[config.mk]
export PLATFORM = sky130hd
export DESIGN_NAME = mult_div_unit
export DESIGN_NICKNAME = d
export VERILOG_FILES = /design/src/rtl/mult_div_unit.sv
export SDC_FILE = /design/constraint.sdc
export NUM_CORES = 1
export LEC_CHECK = 0
export CELL_PAD_IN_SITES_DETAIL_PLACEMENT = 1
export CELL_PAD_IN_SITES_GLOBAL_PLACEMENT = 1
export CORE_MARGIN = 3
export CORE_UTILIZATION = 44
export CTS_BUF_LIST = sky130_fd_sc_hd__clkbuf_4
export CTS_CLUSTER_SIZE = 14
export DETAILED_ROUTE_END_ITERATION = 6
export PLACE_DENSITY = 0.88
export SLEW_MARGIN = 0
export SYNTH_ARGS = -nofsm -noshare
export SYNTH_HDL_FRONTEND = slang
export SYNTH_SLANG_ARGS = --single-unit
[constraint.sdc]
create_clock -name CLK -period 4.8 [get_ports CLK]
set_clock_uncertainty 0.05 [all_clocks]
set_input_delay 0.72 -clock CLK [delete_from_list [all_inputs] [get_ports CLK]]
set_output_delay 0.72 -clock CLK [all_outputs]
set_load 0.05 [all_outputs]
[src/rtl/mult_div_unit.sv]
// mult_div_unit: iterative radix-2 multiply/divide unit owning the HI/LO registers.
// MULT/MULTU use shift-add, DIV/DIVU use restoring shift-subtract. Both run on
// magnitudes, with the sign fixed up in a final FIX cycle. All outputs are registered.
module mult_div_unit #(
  parameter int WIDTH = 32
) (
  input  logic             CLK,
  input  logic             nRST,
  input  logic             start,
  input  logic [1:0]       op,
  input  logic [WIDTH-1:0] a,
  input  logic [WIDTH-1:0] b,
  input  logic             flush,
  input  logic             mthi,
  input  logic             mtlo,
  input  logic [WIDTH-1:0] wdata,
  output logic             busy,
  output logic             done,
  output logic [WIDTH-1:0] hi,
  output logic [WIDTH-1:0] lo
);

  localparam int CW = $clog2(WIDTH) + 1;
  localparam logic [CW-1:0] LAST_STEP = CW'(WIDTH - 1);

  typedef enum logic [1:0] {S_IDLE, S_CALC, S_FIX} state_t;

  state_t             state_q, state_d;
  logic [CW-1:0]      cnt_q, cnt_d;
  // Multiply: {partial product, multiplier}. Divide: {remainder, dividend/quotient}.
  logic [2*WIDTH-1:0] acc_q, acc_d;
  // Multiplicand (multiply) or divisor (divide), as a magnitude.
  logic [WIDTH-1:0]   opb_q, opb_d;
  logic               neg_q, neg_d;          // product / quotient is negative
  logic               neg_rem_q, neg_rem_d;  // remainder takes the dividend sign
  logic               is_div_q, is_div_d;
  logic               div_zero_q, div_zero_d;
  logic [WIDTH-1:0]   hi_q, hi_d;
  logic [WIDTH-1:0]   lo_q, lo_d;
  logic               busy_q, busy_d;
  logic               done_q, done_d;

  // Operand magnitudes for the signed ops; the unsigned ops pass the operands through.
  logic             is_signed;
  logic [WIDTH-1:0] a_abs, b_abs;

  // Datapath for one iteration step and for the final sign fix-up.
  logic [WIDTH:0]     mul_sum;
  logic [2*WIDTH-1:0] acc_mul;
  logic [WIDTH:0]     div_shift;
  logic [WIDTH:0]     div_diff;
  logic [2*WIDTH-1:0] acc_div;
  logic [2*WIDTH-1:0] prod_fix;
  logic [WIDTH-1:0]   quo_fix, rem_fix;

  // Operand conditioning, one radix-2 step for each operation, and the result sign fix-up.
  always_comb begin
    is_signed = ~op[0];
    a_abs     = (is_signed && a[WIDTH-1]) ? (~a + WIDTH'(1)) : a;
    b_abs     = (is_signed && b[WIDTH-1]) ? (~b + WIDTH'(1)) : b;

    // Shift-add: add the multiplicand when the current multiplier bit is set, then shift right.
    mul_sum = {1'b0, acc_q[2*WIDTH-1:WIDTH]} + {1'b0, (acc_q[0] ? opb_q : {WIDTH{1'b0}})};
    acc_mul = {mul_sum, acc_q[WIDTH-1:1]};

    // Restoring divide: shift the next dividend bit into the remainder, then subtract if it fits.
    div_shift = acc_q[2*WIDTH-1:WIDTH-1];
    div_diff  = div_shift - {1'b0, opb_q};
    if (!div_diff[WIDTH]) begin
      acc_div = {div_diff[WIDTH-1:0], acc_q[WIDTH-2:0], 1'b1};
    end else begin
      acc_div = {div_shift[WIDTH-1:0], acc_q[WIDTH-2:0], 1'b0};
    end

    prod_fix = neg_q ? (~acc_q + (2*WIDTH)'(1)) : acc_q;
    // A zero divisor returns all ones in LO whatever the operand signs.
    quo_fix  = div_zero_q ? {WIDTH{1'b1}} :
               (neg_q ? (~acc_q[WIDTH-1:0] + WIDTH'(1)) : acc_q[WIDTH-1:0]);
    rem_fix  = neg_rem_q ? (~acc_q[2*WIDTH-1:WIDTH] + WIDTH'(1)) : acc_q[2*WIDTH-1:WIDTH];
  end

  // Next-state logic: IDLE -> CALC (WIDTH steps) -> FIX -> IDLE.
  always_comb begin
    state_d    = state_q;
    cnt_d      = cnt_q;
    acc_d      = acc_q;
    opb_d      = opb_q;
    neg_d      = neg_q;
    neg_rem_d  = neg_rem_q;
    is_div_d   = is_div_q;
    div_zero_d = div_zero_q;
    hi_d       = hi_q;
    lo_d       = lo_q;
    busy_d     = busy_q;
    done_d     = 1'b0;

    case (state_q)
      S_IDLE: begin
        if (mthi) hi_d = wdata;
        if (mtlo) lo_d = wdata;
        if (start) begin
          state_d    = S_CALC;
          busy_d     = 1'b1;
          cnt_d      = '0;
          is_div_d   = op[1];
          neg_d      = is_signed & (a[WIDTH-1] ^ b[WIDTH-1]);
          neg_rem_d  = is_signed & a[WIDTH-1];
          div_zero_d = op[1] & (b == '0);
          if (op[1]) begin
            acc_d = {{WIDTH{1'b0}}, a_abs};
            opb_d = b_abs;
          end else begin
            acc_d = {{WIDTH{1'b0}}, b_abs};
            opb_d = a_abs;
          end
        end
      end
      S_CALC: begin
        if (flush) begin
          state_d = S_IDLE;
          busy_d  = 1'b0;
        end else begin
          acc_d = is_div_q ? acc_div : acc_mul;
          cnt_d = cnt_q + CW'(1);
          if (cnt_q == LAST_STEP) state_d = S_FIX;
        end
      end
      S_FIX: begin
        state_d = S_IDLE;
        busy_d  = 1'b0;
        if (!flush) begin
          done_d = 1'b1;
          if (is_div_q) begin
            hi_d = rem_fix;
            lo_d = quo_fix;
          end else begin
            hi_d = prod_fix[2*WIDTH-1:WIDTH];
            lo_d = prod_fix[WIDTH-1:0];
          end
        end
      end
      default: begin
        state_d = S_IDLE;
        busy_d  = 1'b0;
      end
    endcase
  end

  // State and result registers; the asynchronous reset aborts any in-flight operation.
  always_ff @(posedge CLK or negedge nRST) begin
    if (!nRST) begin
      state_q    <= S_IDLE;
      cnt_q      <= '0;
      acc_q      <= '0;
      opb_q      <= '0;
      neg_q      <= 1'b0;
      neg_rem_q  <= 1'b0;
      is_div_q   <= 1'b0;
      div_zero_q <= 1'b0;
      hi_q       <= '0;
      lo_q       <= '0;
      busy_q     <= 1'b0;
      done_q     <= 1'b0;
    end else begin
      state_q    <= state_d;
      cnt_q      <= cnt_d;
      acc_q      <= acc_d;
      opb_q      <= opb_d;
      neg_q      <= neg_d;
      neg_rem_q  <= neg_rem_d;
      is_div_q   <= is_div_d;
      div_zero_q <= div_zero_d;
      hi_q       <= hi_d;
      lo_q       <= lo_d;
      busy_q     <= busy_d;
      done_q     <= done_d;
    end
  end

  assign busy = busy_q;
  assign done = done_q;
  assign hi   = hi_q;
  assign lo   = lo_q;

endmodule

==> flow_summary.rst <==
.. list-table::
   :header-rows: 1

   * - Metric
     - Value
   * - Max stage delay on crit path
     - 0.61 ns
   * - Hold buffer count at CTS
     - 0
   * - Average footprint of a synthesized cell
     - 7.76 um^2
   * - Antenna-violating nets left
     - 0
   * - Period Utilization, post-route
     - 82.1%
   * - Bufs on Longest Clock Path
     - 2
   * - Number of flip-flops and latches in the synthesized netlist
     - 174
   * - Leading register cell type out of synthesis
     - sky130_fd_sc_hd__dfrtp_1
   * - Power density over cell area
     - 518 nW/um^2
   * - Die Span X
     - 192 um
   * - CP cell instances
     - inv_1 -> fa_1 -> nor2b_1 -> o31a_1 -> o31ai_1 -> a2111oi_2 -> o32a_2 -> nand2_4 -> and3_1 -> a211oi_1 -> o211ai_1
   * - Post-synth ARST share
     - 100%
   * - Antenna violations before repair
     - 3
   * - Initial standard-cell utilization of the core
     - 45.0%
   * - Slew Limit Fails
     - 0
   * - Number of instances in the synthesized netlist
     - 1959
   * - Number of setup buffers added after CTS
     - 0
   * - Max Cap Violations
     - 0
   * - Total nets after synthesis
     - 2134
   * - CTS sink count
     - 174
   * - Cell with the largest stage delay on the worst path
     - sky130_fd_sc_hd__dfrtp_1
   * - Static leakage
     - 7.30 nW
   * - Largest area contributor in the netlist
     - sky130_fd_sc_hd__dfrtp_1
   * - Detailed-route wire length per cell
     - 23.6 um
   * - Yosys warnings
     - 0
   * - Wire length of the first global-routing pass
     - 90900 um
   * - Vias
     - 15800
   * - CP Max Fanout
     - 49
   * - Area of placed instances
     - 17200 um^2
   * - Number of core rows
     - 67
   * - Final instance area
     - 17400 um^2
   * - RSZ-0062 raised after global routing
     - no
   * - Area of the die
     - 36800 um^2
   * - Overall overflow remaining after global route
     - 0
   * - Final hold viol count
     - 0
   * - CP startpoint kind
     - register
   * - Max Clock Freq
     - 254 MHz
   * - Layout cell share with drive strength beyond 1
     - 5.34%
   * - Max VDD drop
     - 316 uV
   * - DR pass1 iterations
     - 5
   * - Clock Pin Slew Worst Setup and Hold Paths
     - 0.18 ns
   * - Top-Level Pins
     - 170
   * - Clk Tree Root Cell
     - sky130_fd_sc_hd__clkbuf_4
   * - Number of H-tree levels
     - 4
   * - Path type of the worst min-delay path
     - in2async
   * - Total Routing Usage GR
     - 31.7%
   * - Die span in y
     - 192 um
   * - Post-cts repair resize count
     - 0
   * - CP Data Required Time
     - 5.25 ns
   * - TritonCTS clock tree
     - yes
   * - Crit path setup slack, layout
     - 0.858 ns
   * - Setup Slack @ Placement
     - 0.904 ns
   * - Relative slew slack
     - 19.2%
   * - Routed wire length
     - 59200 um
   * - Vias in the first global route
     - 15900
   * - Via-per-instance ratio
     - 6.29
   * - Type of destination of the critical path
     - register
   * - Half-perimeter wire length of the detailed placement result
     - 46000 um
   * - Sum of negative setup slack
     - 0 ns
   * - FILL cells
     - 4155
   * - Result of the run
     - completed
   * - Power after layout
     - 9.04 mW
   * - Minimum hold slack
     - 0.0994 ns
   * - Total CTS buffers
     - 17
   * - Final setup fails
     - 0
   * - DRC Markers
     - 0
   * - Post-synth design cell area
     - 15200 um^2
   * - Startpoint-to-endpoint class of the critical path
     - reg2reg
   * - Layout Nets
     - 2222
   * - Number of enable-type register cells in the synthesized netlist
     - 0
   * - Total core area
     - 33800 um^2
   * - Arrival time of data at the critical path endpoint
     - 4.40 ns
   * - Clock insertion delay at the later pin of the skew report
     - 0.63 ns
   * - Area share of the leading cell type in the synthesized netlist
     - 28.7%
   * - Pin count of the biggest net entering global routing
     - 89
   * - Drt first-iter violations
     - 1330
   * - Placer's final routability congestion estimate
     - 0.935
   * - Sequential fraction of the synthesis area
     - 28.7%
   * - Port bufs
     - 169
   * - Number of distinct library cells after synthesis
     - 92
   * - Area delta synth->final
     - 14.8%
   * - Worst Tran Pin Value
     - 1.21 ns
   * - Final Critical Period
     - 3.94 ns
   * - Biggest area contributors in the synthesized netlist
     - sky130_fd_sc_hd__dfrtp_1 (29%), sky130_fd_sc_hd__a21oi_1 (6.6%), sky130_fd_sc_hd__xnor2_1 (6.2%)
==> cell usage in the layout (no fill, tap or decap), drive strengths merged, types with 13 or more instances in the layout <==
cell	count
nor4	19
nand2	206
nand3	34
a21o	40
o22ai	39
o31ai	26
a22oi	13
and2	16
nor3	40
clkdlybuf4s50	167
nor2	209
o21ai	185
xnor2	107
nand2b	21
xor2	61
o21a	13
a211oi	15
clkbuf	17
a21oi	199
mux2i	49
dfrtp	174
a31oi	23
inv	61
buf	33
nor2b	17
o211ai	16
ha	69
nand4	15
o41ai	16
or3	18
==> synth_stat cells, types with 17 or more instances <==
cell type / count
sky130_fd_sc_hd__o21ai_0: 170
sky130_fd_sc_hd__a21oi_1: 199
sky130_fd_sc_hd__o22ai_1: 39
sky130_fd_sc_hd__or3_1: 17
sky130_fd_sc_hd__nand2_1: 205
sky130_fd_sc_hd__xnor2_1: 107
sky130_fd_sc_hd__a21o_1: 40
sky130_fd_sc_hd__nand3_1: 34
sky130_fd_sc_hd__nor2b_1: 17
sky130_fd_sc_hd__nand2b_1: 21
sky130_fd_sc_hd__dfrtp_1: 174
sky130_fd_sc_hd__clkbuf_1: 107
sky130_fd_sc_hd__xor2_1: 61
sky130_fd_sc_hd__nor3_1: 39
sky130_fd_sc_hd__nor2_1: 208
sky130_fd_sc_hd__a31oi_1: 23
sky130_fd_sc_hd__mux2i_1: 49
sky130_fd_sc_hd__o31ai_1: 25
sky130_fd_sc_hd__inv_1: 58
sky130_fd_sc_hd__ha_1: 69
==> critical path, delay by kind of cell, from the launching register on <==
family / cells / cell delay [ns]
AO/OA/AOI/OAI: 6 / 1.64
adder cells (fa/ha/maj): 1 / 0.47
buffers and inverters: 1 / 0.17
flip-flops: 1 / 0.61
AND/OR/NAND/NOR: 3 / 0.88
==> routing by layer <==
layer	track usage, %	part of all wire [%]	routed length (um)
met1	41.9	42	25100
met2	50.6	45	26700
met3	6.13	7.8	4620
met4	13.8	4.5	2680
met5	0	0.035	21
==> where the power goes <==
group          total, mW  switching [mW]  internal, mW  leakage, nW
registers           2.45           0.643          1.81         2.12
logic               5.69            3.52          2.17         5.03
clock network      0.890           0.658         0.232        0.148
total               9.04            4.83          4.21         7.30
==> kinds of logic after synthesis <==
family	after synthesis	synth area share [%]
muxes	58	3.97
adders and majority gates	71	5.95
DFF	174	28.7
buffers and inverters	189	5.05
xor gates and xnor gates	168	9.68
and+or+nand+nor	640	19.8
AOI/OAI and AO/OA	659	26.9
==> area by class of cell <==
type                    count  area [um^2]  share of cell area, %
flip-flops and latches    174         4360                   25.0
repair buffers            200         1920                   11.0
multi-input cells        1596        10100                   57.9
well taps                 448          561                   3.21
diodes                      1         2.50                 0.0143
inverters                  58          218                   1.25
clock buffers              17          128                  0.732
clock inverters            15          160                  0.918
==> registers in the layout (all words and copies together), names as in the netlist <==
name,cells
acc_q,64
busy,1
cnt_q,6
div_zero_q,1
done,1
hi,32
is_div_q,1
lo,32
neg_q,1
neg_rem_q,1
opb_q,32
state_q,2
==> final timing paths <==
check / start / to / slack (ns) / cells past startpoint
max in group asynchronous: nRST / acc_q[25]$_DFFE_PN0P_ / 3.54 / 2
max reg2reg: acc_q[32]$_DFFE_PN0P_ / acc_q[58]$_DFFE_PN0P_ / 0.86 / 11
min in group CLK: lo[6]$_DFFE_PN0P_ / lo[6]$_DFFE_PN0P_ / 0.46 / 2
min reg2reg: lo[6]$_DFFE_PN0P_ / lo[6]$_DFFE_PN0P_ / 0.46 / 2
max: acc_q[32]$_DFFE_PN0P_ / acc_q[58]$_DFFE_PN0P_ / 0.86 / 11
min: nRST / lo[10]$_DFFE_PN0P_ / 0.1 / 1
==> per-stage QoR <==
| stage | utilization [%] | std cells |
|---|---|---|
| floorplan | - | 1959 |
| finish | 51.6 | 2509 |
| detailed placement | 50.8 | 2476 |
| global route | 51.6 | 2509 |
| CTS | 51.6 | 2508 |
| global placement | 50.8 | 2476 |
(Power assumes the default switching activity.)
